==> config.mk <==
export PLATFORM = sky130hd
export DESIGN_NAME = transfer_sequencer
export DESIGN_NICKNAME = d
export VERILOG_FILES = /design/src/rtl/transfer_sequencer_pkg.sv /design/src/rtl/transfer_sequencer_timeout.sv /design/src/rtl/transfer_sequencer.sv
export SDC_FILE = /design/constraint.sdc
export NUM_CORES = 1
export LEC_CHECK = 0
export CAP_MARGIN = 30
export CORE_UTILIZATION = 40
export DETAILED_ROUTE_END_ITERATION = 6
export HOLD_SLACK_MARGIN = 0.08
export PLACE_DENSITY = 0.61
export REMOVE_ABC_BUFFERS = 1
export SYNTH_ARGS = -nofsm -noshare
export SYNTH_HDL_FRONTEND = slang
export SYNTH_SLANG_ARGS = --single-unit
==> constraint.sdc <==
create_clock -name clk -period 2.34 [get_ports clk]
set_input_delay 0.351 -clock clk [delete_from_list [all_inputs] [get_ports clk]]
set_output_delay 0.351 -clock clk [all_outputs]
set_load 0.1 [all_outputs]
==> src/rtl/transfer_sequencer_pkg.sv <==
// Shared encodings for the UART->FIFO->SD transfer sequencer: state codes,
// fault codes and small helpers used by the FSM and its timeout counter.
package transfer_sequencer_pkg;

    localparam int TMO_W = 24;

    typedef enum logic [3:0] {
        ST_IDLE    = 4'd0,
        ST_WAIT_SD = 4'd1,
        ST_RECEIVE = 4'd2,
        ST_DRAIN   = 4'd3,
        ST_FLUSH   = 4'd4,
        ST_DONE    = 4'd5,
        ST_ERROR   = 4'd15
    } state_e;

    localparam logic [3:0] ERR_NONE    = 4'h0;
    localparam logic [3:0] ERR_SD_INIT = 4'hA;
    localparam logic [3:0] ERR_TIMEOUT = 4'hE;
    localparam logic [3:0] ERR_FLUSH   = 4'hF;

    // States in which the sequencer is waiting on an external stage.
    function automatic logic is_wait_state(input state_e s);
        return (s == ST_WAIT_SD) || (s == ST_RECEIVE) ||
               (s == ST_DRAIN)   || (s == ST_FLUSH);
    endfunction

    function automatic logic [3:0] timeout_code(input state_e s);
        case (s)
            ST_WAIT_SD: return ERR_SD_INIT;
            ST_FLUSH:   return ERR_FLUSH;
            default:    return ERR_TIMEOUT;
        endcase
    endfunction

endpackage

==> src/rtl/transfer_sequencer_timeout.sv <==
// Stall detector: counts enabled cycles and flags expiry on the last allowed
// cycle. A zero TIMEOUT_CYCLES disables expiry entirely.
module seq_timeout_counter
    import transfer_sequencer_pkg::*;
#(
    parameter logic [TMO_W-1:0] TIMEOUT_CYCLES = 24'd600000
) (
    input  logic clk_i,
    input  logic rst_ni,
    input  logic clear_i,
    input  logic enable_i,
    output logic expired_o
);

    localparam logic [TMO_W-1:0] LAST = TIMEOUT_CYCLES - 24'd1;

    logic [TMO_W-1:0] cnt_q;
    logic [TMO_W-1:0] cnt_d;

    // Expiry must not depend on clear_i: clear is derived from the FSM next state.
    assign expired_o = (TIMEOUT_CYCLES != 24'd0) && enable_i && (cnt_q == LAST);

    always_comb begin
        cnt_d = cnt_q;
        if (clear_i || !enable_i) begin
            cnt_d = '0;
        end else if (!expired_o) begin
            cnt_d = cnt_q + 24'd1;
        end
    end

    always_ff @(posedge clk_i or negedge rst_ni) begin
        if (!rst_ni) begin
            cnt_q <= '0;
        end else begin
            cnt_q <= cnt_d;
        end
    end

endmodule

==> src/rtl/transfer_sequencer.sv <==
// Sequencer for the UART->FIFO->SD datapath: gates the receive and drain
// enables, tracks drained bytes, and reports state/fault codes for display.
module transfer_sequencer
    import transfer_sequencer_pkg::*;
#(
    parameter logic [TMO_W-1:0] TIMEOUT_CYCLES = 24'd600000,
    parameter int               CNT_W          = 10
) (
    input  logic             clk,
    input  logic             reset,
    input  logic             start,
    input  logic             abort,
    input  logic             sd_init_done,
    input  logic             com_finish,
    input  logic [3:0]       com_error,
    input  logic             fifo_empty,
    input  logic [CNT_W-1:0] fifo_count,
    input  logic             out_finish,
    input  logic             sd_write_done,
    output logic             com_enable,
    output logic             out_enable,
    output logic             busy,
    output logic             done,
    output logic [3:0]       err_code,
    output logic [3:0]       state_code,
    output logic [15:0]      byte_count
);

    localparam logic [CNT_W-1:0] CNT_ONE = CNT_W'(1);

    state_e           state_q, state_d;
    logic [3:0]       err_q, err_d;
    logic             restart;
    logic [CNT_W-1:0] fifo_cnt_q;
    logic [15:0]      bytes_q;
    logic             com_en_q, out_en_q, busy_q, done_q;
    logic             tmo_expired;
    logic             byte_inc;

    seq_timeout_counter #(
        .TIMEOUT_CYCLES(TIMEOUT_CYCLES)
    ) u_timeout (
        .clk_i    (clk),
        .rst_ni   (reset),
        .clear_i  (state_d != state_q),
        .enable_i (is_wait_state(state_q)),
        .expired_o(tmo_expired)
    );

    // A byte leaves the FIFO when occupancy drops by exactly one in DRAIN.
    assign byte_inc = (state_q == ST_DRAIN) && (fifo_cnt_q != '0) &&
                      (fifo_count == fifo_cnt_q - CNT_ONE);

    always_comb begin
        state_d = state_q;
        err_d   = err_q;
        restart = 1'b0;
        if (abort) begin
            state_d = ST_IDLE;
        end else if ((state_q == ST_RECEIVE) && (com_error != 4'h0)) begin
            state_d = ST_ERROR;
            err_d   = com_error;
        end else if (tmo_expired) begin
            state_d = ST_ERROR;
            err_d   = timeout_code(state_q);
        end else begin
            case (state_q)
                ST_IDLE, ST_DONE, ST_ERROR: begin
                    if (start) begin
                        state_d = ST_WAIT_SD;
                        err_d   = ERR_NONE;
                        restart = 1'b1;
                    end
                end
                ST_WAIT_SD: if (sd_init_done) state_d = ST_RECEIVE;
                ST_RECEIVE: if (com_finish) state_d = ST_DRAIN;
                ST_DRAIN:   if (out_finish && fifo_empty) state_d = ST_FLUSH;
                ST_FLUSH:   if (sd_write_done) state_d = ST_DONE;
                default:    state_d = ST_IDLE;
            endcase
        end
    end

    // Outputs are registered from the next state so they move on the same edge as the state.
    always_ff @(posedge clk or negedge reset) begin
        if (!reset) begin
            state_q    <= ST_IDLE;
            err_q      <= ERR_NONE;
            fifo_cnt_q <= '0;
            bytes_q    <= '0;
            com_en_q   <= 1'b0;
            out_en_q   <= 1'b0;
            busy_q     <= 1'b0;
            done_q     <= 1'b0;
        end else begin
            state_q    <= state_d;
            err_q      <= err_d;
            fifo_cnt_q <= fifo_count;
            com_en_q   <= (state_d == ST_RECEIVE);
            out_en_q   <= (state_d == ST_DRAIN);
            busy_q     <= is_wait_state(state_d);
            done_q     <= (state_d == ST_DONE);
            if (restart) begin
                bytes_q <= '0;
            end else if (byte_inc && (bytes_q != 16'hFFFF)) begin
                bytes_q <= bytes_q + 16'd1;
            end
        end
    end

    assign com_enable = com_en_q;
    assign out_enable = out_en_q;
    assign busy       = busy_q;
    assign done       = done_q;
    assign err_code   = err_q;
    assign state_code = state_q;
    assign byte_count = bytes_q;

endmodule

**Yosys cells after proc, flatten, opt, wreduce, memory -nomap -nowiden**

Index checks and enable logic that the tools add are counted.

- Bits of input ports: 23
- Output and inout port bits: 28
- Flip-flop bits (word level): 62
- Logic and storage cells: 74

- Eq/ne operators: 16
- Bitwise gates (word level): 1
- Mux-type cells: 23
- Add/subtract/negate cells: 3
- Reduce and logical (&&, ||, !) cells: 22

Operators with widths:

| cell | number |
|---|---|
| two-way mux 24 bit | 2 |
| two-way mux 4 bit | 12 |
| two-way mux 16 bit | 2 |
| adder 24 x 1 -> 24 bit, second input constant | 1 |
| == test 24 x 20 -> 1 bit, second input constant | 1 |
| case mux 4 bit (5 select lines) | 1 |
| adder 16 x 1 -> 16 bit, second input constant | 1 |
| == test 4 x 2 -> 1 bit, second input constant | 4 |
| == test 4 x 3 -> 1 bit, second input constant | 4 |
| != test 16 bit, second input constant | 1 |
| == test 10 bit | 1 |
| nonzero test 10 bit | 1 |
| subtractor 10 x 1 -> 10 bit, second input constant | 1 |
| == test 4 x 1 -> 1 bit, second input constant | 2 |
| logical OR 1 bit | 7 |
| logical AND 1 bit | 6 |
| case mux 3 bit (2 select lines) | 1 |
| nonzero test 3 bit | 2 |
| two-way mux 1 bit | 5 |
| == test 4 bit, second input constant | 1 |
| zero test 4 bit | 1 |
| != test 4 bit | 1 |
| nonzero test 4 bit | 1 |
| AND reduction 3 bit | 1 |
| 5 further kinds | 5 |

**Logic depth before layout (Yosys ltp)**

- Depth in word-level cells: 12
- Mapped depth: 10
- Mapped depth without buffers: 8

**Cells and area by module**

A second synthesis with hierarchy kept.

- Cell total of the unflattened synthesis: 397
- Area, all modules: 3565.9 um^2

By module, submodules not included:

| module | sequential area each (um^2) | cells each | area each (um^2) | instances |
|---|---|---|---|---|
| transfer_sequencer | 950.9 | 260 | 2285.9 | 1 |
| seq_timeout_counter | 600.6 | 137 | 1280.0 | 1 |

**Worst setup path before layout**

Ideal clock, no wire load.

- Path type: reg2reg
- From: register state_q[1], in the netlist state_code[1]
- To: register bytes_q[10], in the netlist byte_count[10]
- Slack: -0.754 ns
- Arrival: 3.016 ns
- Period minus slack after synthesis: 3.094 ns
- Path buffers: 2
- Required time: 2.262 ns
- Cell stages (with the launch flop): 9
- Path through: dfrtp_1 > buf_2 > nand2_1 > or4_1 > a211oi_2 > nand4_1 > buf_2 > or4_1 > a21oi_1

- Longest elaborated chain between the ends: 9

Ends and longest elaborated chain:

| element | line | RTL |
|---|---|---|
| from (decl) | transfer_sequencer.sv:31 | `state_e state_q, state_d;` |
| from (signal assigned) | transfer_sequencer.sv:96 | `state_q <= state_d;` |
| == test 4 x 1 -> 1 bit or == test 4 x 2 -> 1 bit (tied branches) | transfer_sequencer_pkg.sv:24, transfer_sequencer.sv:60 |  |
| logical OR 1 bit (2 in a row) | transfer_sequencer_pkg.sv:24 | `return (s == ST_WAIT_SD) \|\| (s == ST_RECEIVE) \|\|` |
| logical OR 1 bit | transfer_sequencer_pkg.sv:25 | `(s == ST_DRAIN) \|\| (s == ST_FLUSH);` |
| logical AND 1 bit | transfer_sequencer_timeout.sv:21 | `assign expired_o = (TIMEOUT_CYCLES != 24'd0) && enable_i && (cnt_q == LAST);` |
| two-way mux 1 bit | transfer_sequencer.sv:63 | `end else if (tmo_expired) begin` |
| two-way mux 1 bit | transfer_sequencer.sv:60 | `end else if ((state_q == ST_RECEIVE) && (com_error != 4'h0)) begin` |
| two-way mux 1 bit | transfer_sequencer.sv:58 | `if (abort) begin` |
| two-way mux 16 bit or nonzero test 2 bit (tied branches) | n/a |  |
| to (signal assigned) | transfer_sequencer.sv:106 | `bytes_q <= bytes_q + 16'd1;` |
| to (decl) | transfer_sequencer.sv:35 | `logic [15:0] bytes_q;` |

Several ways; a longest one is shown, not always the timed one.
A chain may end at the register's enable or synchronous reset.

**Worst setup path in the final report**

- From: register fifo_cnt_q[0]
- To: register bytes_q[13], in the netlist byte_count[13]

- Longest elaborated chain between the ends: 5

Ends and longest elaborated chain:

| element | line | RTL |
|---|---|---|
| from (decl) | transfer_sequencer.sv:34 | `logic [CNT_W-1:0] fifo_cnt_q;` |
| from (signal assigned) | transfer_sequencer.sv:98 | `fifo_cnt_q <= fifo_count;` |
| subtractor 10 x 1 -> 10 bit or nonzero test 10 bit (tied branches) | transfer_sequencer.sv:52, transfer_sequencer.sv:51 |  |
| == test 10 bit or logical AND 1 bit (tied branches) | transfer_sequencer.sv:52, transfer_sequencer.sv:51 |  |
| logical AND 1 bit (*) | transfer_sequencer.sv:51 | `assign byte_inc = (state_q == ST_DRAIN) && (fifo_cnt_q != '0) &&` |
| logical AND 1 bit (*) | transfer_sequencer.sv:105 | `end else if (byte_inc && (bytes_q != 16'hFFFF)) begin` |
| nonzero test 2 bit (no line) (*) | n/a |  |

Every way passes the cells marked *; elsewhere a longest branch is shown, timed or not.

==> metrics.txt <==
CTS root buf clkbuf_8; final cell count without fillers 624; Hold Crit Depth 1; flip-flop and latch count after synthesis 62; die height 96.64 µm; CTS max path bufs 2; CTS tree yes; Syn Inst Count 395; Tot GR Track Use 0.2099; Yosys warnings 0; Final #Nets 538; Setup WS pre-CTS -0.4447 ns; Site Rows 34; Die X 96.64 µm; worst skew pair latency 0.34 ns; DR pass1 iterations 6; LEAKAGE 2.176 nW; Startpoint Class flop; clock buffer count from CTS 9; cell with the most instances after synthesis dfrtp_1; outcome complete, but fails checks; Worst-Margin Slew 0.5205 ns; io pins 51; first-pass GRT wire length 15.89 mm; critical path required time 2.61 ns; nature of the critical path endpoint flop; Hold WS 0.4927 ns; vias in the first global route 3,400; PwrDens 846.0 nW/µm²; initial antenna violation count 0; Post-synth top cells dfrtp_1, nand2_1, nor2_1, xnor2_1; violated checks setup timing; top-area cell type share of the netlist area 0.4331; Worst slew margin 0.6526; Distinct cells, synth 55; Util after Layout 0.5825; R2R cell count 9; final setup margin -0.2395 ns; Final Max Slew Viols 0; final cycle utilization of the critical path 1.102; VDD IR max 0.0005293 V; placed cell count 599; RSZ-0062 raised after global routing yes; Vias per Instance 5.529; area leader, netlist dfrtp_1; worst path cell trace inv_1 > ha_1 > xnor2_1 > or4_1 > a211oi_2 > nand4_1 > buf_6 > or4_4 > a21oi_2; diodes inserted 0; Clock Sinks 62; largest cells by area after synthesis dfrtp_1, xnor2_1, nand2_1; Setup violations, final 15; slowest stage cell on the critical path or4_4; Seq/Total Area, Yosys 0.4331; area delta synth->final 41.11%; Max Clock Freq 387.7 MHz; die area 9338 µm²; IO buf count 50; Detailed Route WL 9.649 mm; Setup CP Type reg2reg; gpl congestion 0.8323; largest net degree at the start of global routing 63; Post-synth EDFFs 0; Worst Clk Skew 0.01295 ns; Hold Path Class in2reg; slowest stage delay, CP 0.51 ns; routed len/inst 15.46 µm; Routed Antenna Nets 0; Tot Pwr 0.004276 W; drt drc 0; Final HPWL DP 6.400 mm; crit path max fanout 12; Final Hold Fails 0; post-layout min period 2.579 ns; Post-synth top flop dfrtp_1; Core Area 8678 µm²; initial core utilization 0.4128; max-cap check violation count 0; FFs w/ async S/R, synth 1.000; share of post-route cells with drive strength above 1 0.2733; total gr overflow 0; initial drt markers 96; H-tree levels 3; CTS clk-pin slew, worst paths 0.08 ns; routed vias 3,450; Mapped Area 3582 µm²; CP arrival 2.84 ns; Syn Area/Cell 9.069 µm²
==> registers in the layout, indices dropped and copies added (netlist names) <==
name	cells
busy	1
byte_count	16
com_enable	1
done	1
err_code	4
fifo_cnt_q	10
out_enable	1
state_code	4
u_timeout.cnt_q	24
==> path summary, 6_finish.rpt <==
path / slack (ns) / from / endpoint
worst max-delay path: -0.24 / fifo_cnt_q[0] / byte_count[13]
worst min-delay path: 0.49 / fifo_count[9] / fifo_cnt_q[9]
worst max register to register: -0.24 / fifo_cnt_q[0] / byte_count[13]
worst min register to register: 0.51 / err_code[3] / err_code[3]
max in group asynchronous: 1.48 / reset / u_timeout.cnt_q[12]
min in group asynchronous: 0.54 / reset / fifo_cnt_q[5]
==> per-stage QoR <==
stage / cell area, µm² / TNS [ns]
after floorplan: 3503 / -58.62
after global placement: 4608 / -8.377
after detailed placement: 4608 / -8.993
after CTS: 4931 / -3.484
after global routing: 5055 / -5.178
final: 5055 / -3.364
==> critical path: cells and delay by family (launching register included) <==
kind	cells	cell delay, ns
simple gates	3	1.09
compound gates	2	0.39
flops	1	0.38
fa+ha+maj	1	0.29
buf+inv	2	0.23
xor+xnor	1	0.12
==> routing by layer <==
metal,up-vias,track usage,share of wire
met5,-,0,0
met4,0,0.07577,0.0083
met3,7,0.03685,0.029
met2,64,0.3597,0.51
met1,1677,0.2646,0.46
li1,1702,-,-
==> power by group <==
group | total [W] | switching (W) | leakage (nW) | internal (W)
clock | 0.00100 | 0.000431 | 0.104 | 0.000572
combinational | 0.00206 | 0.00125 | 1.23 | 0.000808
sequential | 0.00121 | 0.0000549 | 0.837 | 0.00116
total | 0.00428 | 0.00174 | 2.18 | 0.00254
==> repair_timing <==
action,CTS,global route
cloned,2,2
hold endpoints to repair,62,0
setup buffers,3,2
pin swaps,3,2
endpoints found under the setup margin,23,41
resized for setup,15,14
hold buffers,1,0
==> logic make-up (layout without fill, tap and decap cells) <==
family | after synthesis | after routing | share of synthesized area
AOI/OAI and AO/OA | 78 | 78 | 0.1488
xor gates and xnor gates | 32 | 32 | 0.07824
adders and majority gates | 3 | 3 | 0.01048
buffers and inverters | 28 | 149 | 0.03039
DFF | 62 | 62 | 0.4331
muxes | 5 | 5 | 0.01502
and+or+nand+nor | 187 | 187 | 0.2840
==> cells in the final DEF, fill, tap and decap left out, types with 3 or more instances in the layout <==
master,instances
a21oi_1,18
a21oi_2,3
and2_1,3
and3_1,14
and4_1,6
buf_12,3
buf_4,92
buf_6,4
clkbuf_8,12
clkdlybuf4s50_1,21
dfrtp_1,62
ha_1,3
inv_1,8
mux2_2,3
nand2_1,39
nand2b_1,3
nand3_1,16
nand4_1,10
nor2_1,31
nor2b_1,3
nor3_1,20
nor3b_1,3
nor4_1,3
nor4b_1,6
o211ai_1,5
o21ai_0,7
o21ai_1,3
o31ai_1,13
or3_1,4
or4_1,12
xnor2_1,22
xor2_1,10
==> area by class of cell <==
| class | count | area, µm² |
|---|---|---|
| Clock buffer | 12 | 165.2 |
| Clock inverter | 3 | 42.54 |
| Fill cell | 799 | 3623 |
| Inverter | 8 | 30.03 |
| Multi-Input combinational cell | 305 | 2017 |
| Sequential cell | 62 | 1551 |
| Tap cell | 108 | 135.1 |
| Timing Repair Buffer | 126 | 1114 |
Power figures use the tool's default switching activity.
